`src/rtl/orange_pkg.sv`:
```
// Shared types and the direction decision for the orange-detection frame sequencer.
package orange_pkg;

  typedef enum logic [2:0] {
    DIR_NONE   = 3'b000,
    DIR_LEFT   = 3'b001,
    DIR_RIGHT  = 3'b010,
    DIR_CENTER = 3'b011
  } dir_t;

  typedef enum logic [1:0] {
    ST_IDLE   = 2'd0,
    ST_SYNC   = 2'd1,
    ST_ACTIVE = 2'd2,
    ST_EVAL   = 2'd3
  } seq_state_t;

  // First matching rule wins; a center tie beats both sides.
  function automatic dir_t pick_dir(input logic [31:0] left_cnt, input logic [31:0] center_cnt,
                                    input logic [31:0] right_cnt, input logic [31:0] total_cnt);
    dir_t d;
    if (total_cnt == 32'd0)                                    d = DIR_NONE;
    else if (center_cnt >= left_cnt && center_cnt >= right_cnt) d = DIR_CENTER;
    else if (right_cnt > left_cnt)                             d = DIR_RIGHT;
    else                                                       d = DIR_LEFT;
    return d;
  endfunction

endpackage

```
`src/rtl/orange_frame_sequencer_if.sv`:
```
// Per-frame result handshake from the frame sequencer to the motion logic.
interface orange_frame_sequencer_if #(parameter int CNT_W = 17);
  import orange_pkg::*;

  logic             res_valid;
  logic             res_ready;
  dir_t             res_direction;
  logic             res_detected;
  logic [CNT_W-1:0] res_count;

  modport master (output res_valid, res_direction, res_detected, res_count, input res_ready);
  modport slave  (input res_valid, res_direction, res_detected, res_count, output res_ready);
endinterface

```
`src/rtl/orange_zone_counter.sv`:
```
// Left/center/right/total orange-pixel accumulators; zone chosen from the current column.
module orange_zone_counter
  import orange_pkg::*;
#(
  parameter int LEFT_END    = 100,
  parameter int RIGHT_START = 220,
  parameter int CNT_W       = 17,
  parameter int COL_W       = 9
) (
  input  logic             clk,
  input  logic             reset,
  input  logic             clear,
  input  logic             count_en,
  input  logic [COL_W-1:0] col,
  output logic [CNT_W-1:0] left_cnt,
  output logic [CNT_W-1:0] center_cnt,
  output logic [CNT_W-1:0] right_cnt,
  output logic [CNT_W-1:0] total_cnt
);

  localparam logic [COL_W-1:0] L_END   = COL_W'(LEFT_END);
  localparam logic [COL_W-1:0] R_START = COL_W'(RIGHT_START);
  localparam logic [CNT_W-1:0] ONE     = CNT_W'(1);

  always_ff @(posedge clk) begin
    if (reset || clear) begin
      left_cnt   <= '0;
      center_cnt <= '0;
      right_cnt  <= '0;
      total_cnt  <= '0;
    end else if (count_en) begin
      total_cnt <= total_cnt + ONE;
      if (col < L_END)        left_cnt   <= left_cnt + ONE;
      else if (col >= R_START) right_cnt <= right_cnt + ONE;
      else                    center_cnt <= center_cnt + ONE;
    end
  end

endmodule

```
`src/rtl/orange_frame_sequencer.sv`:
```
// Frame sequencer: follows VSYNC/HREF, accumulates orange pixels per zone over one frame,
// and offers one direction/count result per frame over a valid/ready handshake.
//
//   state     | meaning
//   ST_IDLE   | disabled; position and counters held clear
//   ST_SYNC   | enabled, waiting for a VSYNC rise so no frame is joined mid-way
//   ST_ACTIVE | tracking col/row and accumulating orange pixels
//   ST_EVAL   | one cycle: load result register, clear accumulators
module orange_frame_sequencer
  import orange_pkg::*;
#(
  parameter int H_ACTIVE    = 320,
  parameter int V_ACTIVE    = 240,
  parameter int LEFT_END    = 100,
  parameter int RIGHT_START = 220,
  parameter int THRESH_DIV  = 4,
  parameter int CNT_W       = 17
) (
  input  logic       clk,
  input  logic       reset,
  input  logic       enable,
  input  logic       vsync,
  input  logic       href,
  input  logic       pix_valid,
  input  logic       is_orange,
  output logic       frame_busy,
  output logic [7:0] drop_count,
  orange_frame_sequencer_if.master res
);

  localparam int COL_W = $clog2(H_ACTIVE + 1);
  localparam int ROW_W = $clog2(V_ACTIVE + 1);
  localparam logic [COL_W-1:0] COL_LIM  = COL_W'(H_ACTIVE);
  localparam logic [ROW_W-1:0] ROW_LIM  = ROW_W'(V_ACTIVE);
  localparam logic [ROW_W-1:0] ROW_LAST = ROW_W'(V_ACTIVE - 1);
  localparam logic [COL_W-1:0] COL_ONE  = COL_W'(1);
  localparam logic [ROW_W-1:0] ROW_ONE  = ROW_W'(1);
  localparam logic [CNT_W-1:0] THRESH   = CNT_W'(H_ACTIVE * V_ACTIVE / THRESH_DIV);

  seq_state_t       state, state_nxt;
  logic             vsync_q, href_q;
  logic             vsync_rise, href_fall, frame_end;
  logic             clear, count_en, load;
  logic [COL_W-1:0] col;
  logic [ROW_W-1:0] row;
  logic [CNT_W-1:0] left_cnt, center_cnt, right_cnt, total_cnt;

  assign vsync_rise = vsync && !vsync_q;
  assign href_fall  = !href && href_q;
  assign frame_end  = href_fall && (row == ROW_LAST);

  always_ff @(posedge clk) begin
    if (reset) begin
      vsync_q <= 1'b0;
      href_q  <= 1'b0;
    end else begin
      vsync_q <= vsync;
      href_q  <= href;
    end
  end

  always_ff @(posedge clk) begin
    if (reset) state <= ST_IDLE;
    else       state <= state_nxt;
  end

  always_comb begin
    state_nxt = state;
    if (!enable) begin
      state_nxt = ST_IDLE;
    end else begin
      case (state)
        ST_IDLE:   state_nxt = ST_SYNC;
        ST_SYNC:   if (vsync_rise) state_nxt = ST_ACTIVE;
        ST_ACTIVE: if (frame_end) state_nxt = ST_EVAL;
        ST_EVAL:   state_nxt = ST_ACTIVE;
        default:   state_nxt = ST_IDLE;
      endcase
    end
  end

  // A VSYNC rise coinciding with the last HREF fall still lets that frame finish.
  always_comb begin
    frame_busy = (state == ST_ACTIVE);
    load       = enable && (state == ST_EVAL);
    clear      = !enable || (state != ST_ACTIVE) || (vsync_rise && !frame_end);
    count_en   = enable && (state == ST_ACTIVE) && href && pix_valid && is_orange
                 && (col < COL_LIM) && (row < ROW_LIM);
  end

  // Position saturates so runaway lines never wrap back into the active window.
  always_ff @(posedge clk) begin
    if (reset || clear) begin
      col <= '0;
      row <= '0;
    end else if (href_fall) begin
      col <= '0;
      if (row != '1) row <= row + ROW_ONE;
    end else if (href && pix_valid && (col != '1)) begin
      col <= col + COL_ONE;
    end
  end

  orange_zone_counter #(
    .LEFT_END   (LEFT_END),
    .RIGHT_START(RIGHT_START),
    .CNT_W      (CNT_W),
    .COL_W      (COL_W)
  ) u_zone (
    .clk       (clk),
    .reset     (reset),
    .clear     (clear),
    .count_en  (count_en),
    .col       (col),
    .left_cnt  (left_cnt),
    .center_cnt(center_cnt),
    .right_cnt (right_cnt),
    .total_cnt (total_cnt)
  );

  always_ff @(posedge clk) begin
    if (reset) begin
      res.res_valid     <= 1'b0;
      res.res_direction <= DIR_NONE;
      res.res_detected  <= 1'b0;
      res.res_count     <= '0;
      drop_count        <= '0;
    end else if (load) begin
      res.res_valid     <= 1'b1;
      res.res_direction <= pick_dir(32'(left_cnt), 32'(center_cnt), 32'(right_cnt), 32'(total_cnt));
      res.res_detected  <= (total_cnt > THRESH);
      res.res_count     <= total_cnt;
      if (res.res_valid && !res.res_ready && (drop_count != 8'hFF))
        drop_count <= drop_count + 8'd1;
    end else if (res.res_valid && res.res_ready) begin
      res.res_valid <= 1'b0;
    end
  end

endmodule

```
`src/flat_wrapper.sv`:
```
// flat-port wrapper written by rule: the top's interface ports become plain ports
module orange_frame_sequencer_flat import orange_pkg::*;
#(
  parameter int H_ACTIVE    = 320,
  parameter int V_ACTIVE    = 240,
  parameter int LEFT_END    = 100,
  parameter int RIGHT_START = 220,
  parameter int THRESH_DIV  = 4,
  parameter int CNT_W       = 17
)
  (clk, reset, enable, vsync, href, pix_valid, is_orange, frame_busy, drop_count, res_res_valid, res_res_direction, res_res_detected, res_res_count, res_res_ready);
  orange_frame_sequencer_if #(.CNT_W(CNT_W)) res_i ();
  input  logic clk;
  input  logic reset;
  input  logic enable;
  input  logic vsync;
  input  logic href;
  input  logic pix_valid;
  input  logic is_orange;
  output logic frame_busy;
  output logic [7:0] drop_count;
  output wire logic [$bits(res_i.res_valid)-1:0] res_res_valid;
  output wire logic [$bits(res_i.res_direction)-1:0] res_res_direction;
  output wire logic [$bits(res_i.res_detected)-1:0] res_res_detected;
  output wire logic [$bits(res_i.res_count)-1:0] res_res_count;
  input wire logic [$bits(res_i.res_ready)-1:0] res_res_ready;
  assign res_res_valid = res_i.res_valid;
  assign res_res_direction = res_i.res_direction;
  assign res_res_detected = res_i.res_detected;
  assign res_res_count = res_i.res_count;
  assign res_i.res_ready = res_res_ready;
  orange_frame_sequencer #(.H_ACTIVE(H_ACTIVE), .V_ACTIVE(V_ACTIVE), .LEFT_END(LEFT_END), .RIGHT_START(RIGHT_START), .THRESH_DIV(THRESH_DIV), .CNT_W(CNT_W)) u_core (.clk(clk), .reset(reset), .enable(enable), .vsync(vsync), .href(href), .pix_valid(pix_valid), .is_orange(is_orange), .frame_busy(frame_busy), .drop_count(drop_count), .res(res_i));
endmodule
```
`config.mk`:
```
export PLATFORM = sky130hd
export DESIGN_NAME = orange_frame_sequencer_flat
export DESIGN_NICKNAME = d
export VERILOG_FILES = /design/src/rtl/orange_pkg.sv /design/src/rtl/orange_frame_sequencer_if.sv /design/src/rtl/orange_zone_counter.sv /design/src/rtl/orange_frame_sequencer.sv /design/src/flat_wrapper.sv
export SDC_FILE = /design/constraint.sdc
export NUM_CORES = 1
export LEC_CHECK = 0
export BUFFER_PORTS_ARGS = -buffer_cell sky130_fd_sc_hd__buf_2
export CORE_ASPECT_RATIO = 0.5
export CORE_MARGIN = 2
export CORE_UTILIZATION = 55
export CTS_CLUSTER_SIZE = 20
export DETAILED_ROUTE_END_ITERATION = 6
export PLACE_DENSITY_LB_ADDON = 0.2
export SETUP_SLACK_MARGIN = 0.15
export SKIP_LAST_GASP = 1
export SYNTH_ARGS = -nofsm -noshare
export SYNTH_HDL_FRONTEND = slang
export SYNTH_SLANG_ARGS = --single-unit
```
`constraint.sdc`:
```
create_clock -name clk -period 1.8 [get_ports clk]
set_input_delay 0.45 -clock clk [delete_from_list [all_inputs] [get_ports clk]]
set_output_delay 0.45 -clock clk [all_outputs]
set_load 0.05 [all_outputs]
```
# Yosys cells after proc, flatten, opt, wreduce, memory -nomap -nowiden
# Index checks and enable logic that the tools add are counted.
[op_classes]
bitwise = 3
n_addsub = 7
order_cmp = 8
n_eq_ne = 10
mux = 8
n_reduce_logical = 36
[op_table]
columns = ["operator", "count"]
rows = [
  ["$add A17 B1 Y17 const B", 4],
  ["$ge A17 B17 Y1", 2],
  ["$gt A17 B15 Y1 const B", 1],
  ["$gt A17 B17 Y1", 1],
  ["$logic_and A1 B1 Y1", 17],
  ["$logic_not A17 Y1", 1],
  ["$add A8 B1 Y8 const B", 2],
  ["$ne A8 B8 Y1 const B", 2],
  ["$add A9 B1 Y9 const B", 1],
  ["$ge A9 B8 Y1 const B", 1],
  ["$lt A9 B7 Y1 const B", 1],
  ["$lt A9 B9 Y1 const B", 1],
  ["$ne A9 B9 Y1 const B", 1],
  ["$eq A8 B8 Y1 const B", 1],
  ["$lt A8 B8 Y1 const B", 1],
  ["$pmux W2 S4", 1],
  ["$reduce_and A2 Y1", 4],
  ["$mux W2", 3],
  ["$mux W3", 2],
  ["$reduce_and A3 Y1", 2],
  ["$logic_not A1 Y1", 5],
  ["$eq A2 B2 Y1 const B", 2],
  ["$ne A2 B1 Y1 const B", 2],
  ["$reduce_or A2 Y1", 2],
  ["7 further kinds", 12],
]
[totals]
inputBits = 8
out_inout_bits = 31
register_bits = 119
elab_cells = 86

# Longest topological paths before layout
[depth]
word_depth = 8
depth_mapped = 9
depth_no_buf = 9

# Modules after synthesis
# Synthesis repeated with hierarchy kept, for this count alone.
[unflattened]
hier_cells = 767
hier_area_um2 = 6389.9
[by_module_without_submodules]
columns = ["module", "cells_each", "n_inst", "seq_area_each_um2", "area_per_inst_um2"]
rows = [
  ["orange_frame_sequencer", 407, 1, 1001.0, 3306.9],
  ["orange_zone_counter", 360, 1, 1361.3, 3083.0],
]

# Worst setup path before layout
# OpenSTA, ideal clock, no wires.
[synth_timing]
path_kind = "reg2reg"
from = "register u_core.drop_count[0]"
to = "register u_core.drop_count[5]"
path_slack_ns = -0.368
setup_time_ns = 0.071
required_time_ns = 1.729
stages_incl_launch_ff = 7
n_path_buf = 0
period_less_slack_ns = 2.168
t_arrival_ns = 2.098
cell_sequence = "dfxtp_1 -> ha_1 -> and3_1 -> a311oi_4 -> nand4_1 -> or3_1 -> a21oi_1"
[synth_via]
elab_chain_len = 3
word_cells_on_any_way = 4
cone_classes = "1 x add/sub; 1 x eq/ne; 2 x reduce/logical"
[synth_rtl]
columns = ["item", "line", "text"]
rows = [
  ["from (decl)", "orange_frame_sequencer.sv:27", "output logic [7:0] drop_count,"],
  ["from (signal assigned)", "orange_frame_sequencer.sv:134", "drop_count <= drop_count + 8'd1;"],
  ["parallel branches: the longest is 3 deep, another holds $add A8 B1 Y8", "n/a", ""],
]
# Several ways; the timed one is not identified.
# A chain may end at the register's enable or synchronous reset.

# Worst setup path after layout
[layout_timing]
from = "register u_core.u_zone.left_cnt[6]"
to = "register u_core.res.res_direction[1]"
[layout_via]
elab_chain_len = 4
word_cells_on_any_way = 6
cone_classes = "2 x order compare; 3 x mux; 1 x reduce/logical"
[layout_rtl]
columns = ["item", "line", "text"]
rows = [
  ["from (decl)", "orange_zone_counter.sv:15", "output logic [CNT_W-1:0] left_cnt,"],
  ["from (signal assigned)", "orange_zone_counter.sv:33", "if (col < L_END) left_cnt <= left_cnt + ONE;"],
  ["$gt A17 B17 Y1 / $ge A17 B17 Y1 (equally long branches)", "orange_pkg.sv:24, orange_pkg.sv:23", ""],
  ["$mux W2 / $logic_and A1 B1 Y1 (equally long branches)", "orange_pkg.sv:24, orange_pkg.sv:23", ""],
  ["$mux W3 (*)", "orange_pkg.sv:23", "else if (center_cnt >= left_cnt && center_cnt >= right_cnt) d = DIR_CENTER;"],
  ["$mux W3 (*)", "orange_pkg.sv:22", "if (total_cnt == 32'd0) d = DIR_NONE;"],
  ["to (signal assigned)", "orange_frame_sequencer.sv:130", "res.res_direction <= pick_dir(32'(left_cnt), 32'(center_cnt), 32'(right_cnt), 32'(total_cnt));"],
  ["to (decl)", "orange_frame_sequencer_if.sv:11", "modport master (output res_valid, res_direction, res_detected, res_count, input res_ready);"],
]
# Mark *: on every way between the ends. The rest lies on a longest branch, timed or not.

==> summary.txt <==
outcome -> finished with violations
violations in the final reports -> negative setup slack
Synth Flop Type -> dfxtp_1
global-route wire length before repair -> 32,150 um
Fin Setup TNS -> -7474 ps
Tcrit/Tclk final -> 1.341
max incr delay on CP -> 420 ps
I/O Buffers -> 37
max-cap viol count -> 0
Cells after Synth -> 769
HP Start -> vsync
Ports -> 39
placed cells -> 1,043
initial drt markers -> 1,328
Clock Sinks -> 118
pre-CTS setup slack -> -312.8 ps
Mapped Area -> 6377 um^2
CP Capture Type -> flop
Initial Utilization -> 0.5721
clk_lat worst skew -> 450 ps
Post-synth EDFFs -> 0
vias in the first global route -> 6,476
cts bufs inserted -> 17
Max Freq -> 414.3 MHz
most frequent cells in the layout -> 120 x buf_4, 73 x nand2_1, 65 x dfxtp_1
vias per cell -> 7.272
hold path depth -> 2
Hold EP -> u_core.vsync_q
CTS tree -> built
Chip Height -> 80.14 um
CTS H-tree depth -> 4
Root Buffer -> clkbuf_16
setup ws final -> -613.5 ps
RD Place Congestion -> 0.8372
most common cell after layout, fill and taps aside -> buf_4
Max FO, Critical Path -> 2
skew final -> 14.37 ps
vias after detailed routing -> 8,203
clk slew on worst S/H paths -> 60 ps
unrepaired setup endpoints after global routing -> yes
global route total overflow -> 0
worst hold margin -> 300.3 ps
cells on worst reg2reg path -> 9
FP Rows -> 27
synth warn -> 0
Seq/Total Area, Yosys -> 0.3704
residual DRC count -> 0
unique cell type count in the Yosys netlist -> 57
R2R Setup Slk -> -610 ps
PD cells -> 624.2 nW/um^2
clock buffer depth -> 2
routed wire length -> 32,710 um
fin. max-slew vios -> 0
CP startpoint kind -> flop
final setup vio count -> 61
Syn Nets -> 837
Rel. slew slack -> 0.6095
Lkg Pwr -> 0.004090 uW
Avg Cell Area, Syn -> 8.293 um^2
FFs w/ async S/R, synth -> 0
Slowest-stage cell, CP -> ha_1
GRT Overall Usage -> 0.3297
peak supply drop -> 0.8284 mV
Final Hold Fails -> 0
antenna viol nets, final -> 0
largest net degree at the start of global routing -> 33
DIE WIDTH -> 156.3 um
Period minus WS final -> 2413 ps
Reg-to-Reg Start -> u_core.u_zone.left_cnt[6]
CP required -> 2150 ps
drt first pass iters -> 7
WL/cell -> 29.00 um
initial antenna violation count -> 1
P&R area growth vs syn -> 62.06%
nets -> 1,037
Seq cells post-synth -> 118
worst min path class -> in -> reg
CP arrival -> 2760 ps
reg-to-reg endpoint -> u_core.res.res_direction[1]
Non-Filler Instances -> 1,128
cells along the critical path -> inv_2 -> ha_1 -> a21oi_1 -> a21boi_2 -> a2111oi_2 -> a2111oi_2 -> buf_4 -> o22ai_2 -> a221oi_2
Die ar. -> 12,520 um^2
fin util -> 0.9270
CP Class -> reg -> reg
measured slew at the worst slew-check pin -> 569.5 ps
DP Wirelength -> 11,710 um
core area -> 11,150 um^2
CP dominant cell by count -> a2111oi_2
share of cells above drive strength 1 -> 0.5041
[per-layer routing]
metal	up-vias	routed length, um	GRT usage
met2	983	13630	0.5731
met3	412	4883	0.08365
li1	3113	-	-
met5	-	0	0
met4	0	3471	0.1541
met1	3695	10730	0.3867
[power by group]
group	leakage, uW	switching [uW]	total (uW)	internal, uW
combinational	0.00281	60.6	98.0	37.4
clock	0.000298	1550	3750	2200
sequential	0.000981	2.37	2600	2600
[worst max-delay path by stage]
| stage | start | to | slack (ps) | depth (start not counted) |
|---|---|---|---|---|
| after floorplan | u_core.drop_count[1] | u_core.drop_count[5] | -80 | 6 |
| after global placement | u_core.u_zone.center_cnt[0] | u_core.res.res_direction[0] | -210 | 9 |
| after detailed placement | u_core.u_zone.left_cnt[8] | u_core.res.res_direction[1] | -310 | 9 |
| after CTS | u_core.u_zone.center_cnt[7] | u_core.res.res_direction[0] | -170 | 7 |
| after global routing | u_core.u_zone.right_cnt[11] | u_core.res.res_direction[1] | -740 | 8 |
| final | u_core.u_zone.left_cnt[6] | u_core.res.res_direction[1] | -610 | 9 |
[state kept, by name (all words and copies together) (netlist names)]
register                  count
u_core.col                    9
u_core.drop_count             8
u_core.href_q                 1
u_core.res.res_count         17
u_core.res.res_detected       1
u_core.res.res_direction      2
u_core.res.res_valid          1
u_core.row                    8
u_core.state                  2
u_core.u_zone.center_cnt     17
u_core.u_zone.left_cnt       17
u_core.u_zone.right_cnt      17
u_core.u_zone.total_cnt      17
u_core.vsync_q                1
[repair_timing]
item                                   CTS  global route
hold buffers                             0             0
endpoints found under the hold margin    0             0
buffers inserted                        16            24
pin swaps                               55           104
gates resized for setup                133           217
gates cloned                             4             8
setup endpoints to repair               70            95
[Yosys cell counts, types with 10 or more instances]
master,n,share of area
nand4_1,28,0.027
dfxtp_1,118,0.37
a21oi_1,61,0.048
nand2_1,81,0.048
nor2_1,92,0.054
nor3_1,14,0.011
nand3_1,28,0.022
o21ai_0,35,0.027
xor2_1,23,0.032
or3_1,25,0.025
xnor2_1,35,0.048
clkbuf_1,17,0.010
ha_1,60,0.12
inv_1,47,0.028
and4_1,10,0.014
[worst max-delay path: cells and delay by family, from the launching register on]
family	cells	cell delay [ps]
adder cells (fa/ha/maj)	1	420
flip-flops	1	340
AO/OA/AOI/OAI	6	1280
buffers and inverters	2	290
[through the flow]
step	area (um^2)	total power (uW)
2_1_floorplan	6673	2709
3_3_place_gp	7796	2737
3_5_place_dp	7796	2737
4_1_cts	9065	6288
5_1_grt	10330	6492
6_report	10330	6451
[area by class of cell]
type | instances | area (um^2)
clock buffers | 19 | 464.2
clock inverters | 13 | 153.9
diodes | 1 | 2.502
multi-input cells | 578 | 5117
repair buffers | 207 | 1780
flip-flops and latches | 118 | 2454
well taps | 145 | 181.4
fillers | 272 | 813.3
inverters | 47 | 181.4
[cell families (layout without fill, tap and decap cells)]
| logic type | after synthesis | count (layout) | synth area share |
|---|---|---|---|
| buffers and inverters | 76 | 286 | 0.04885 |
| other | 1 | 2 | 0.0005880 |
| xor gates and xnor gates | 58 | 58 | 0.07965 |
| muxes | 7 | 7 | 0.01099 |
| adders and majority gates | 60 | 60 | 0.1177 |
| and+or+nand+nor | 323 | 326 | 0.2551 |
| AOI/OAI and AO/OA | 126 | 126 | 0.1167 |
| DFF | 118 | 118 | 0.3704 |
Power figures use the tool's default switching activity.
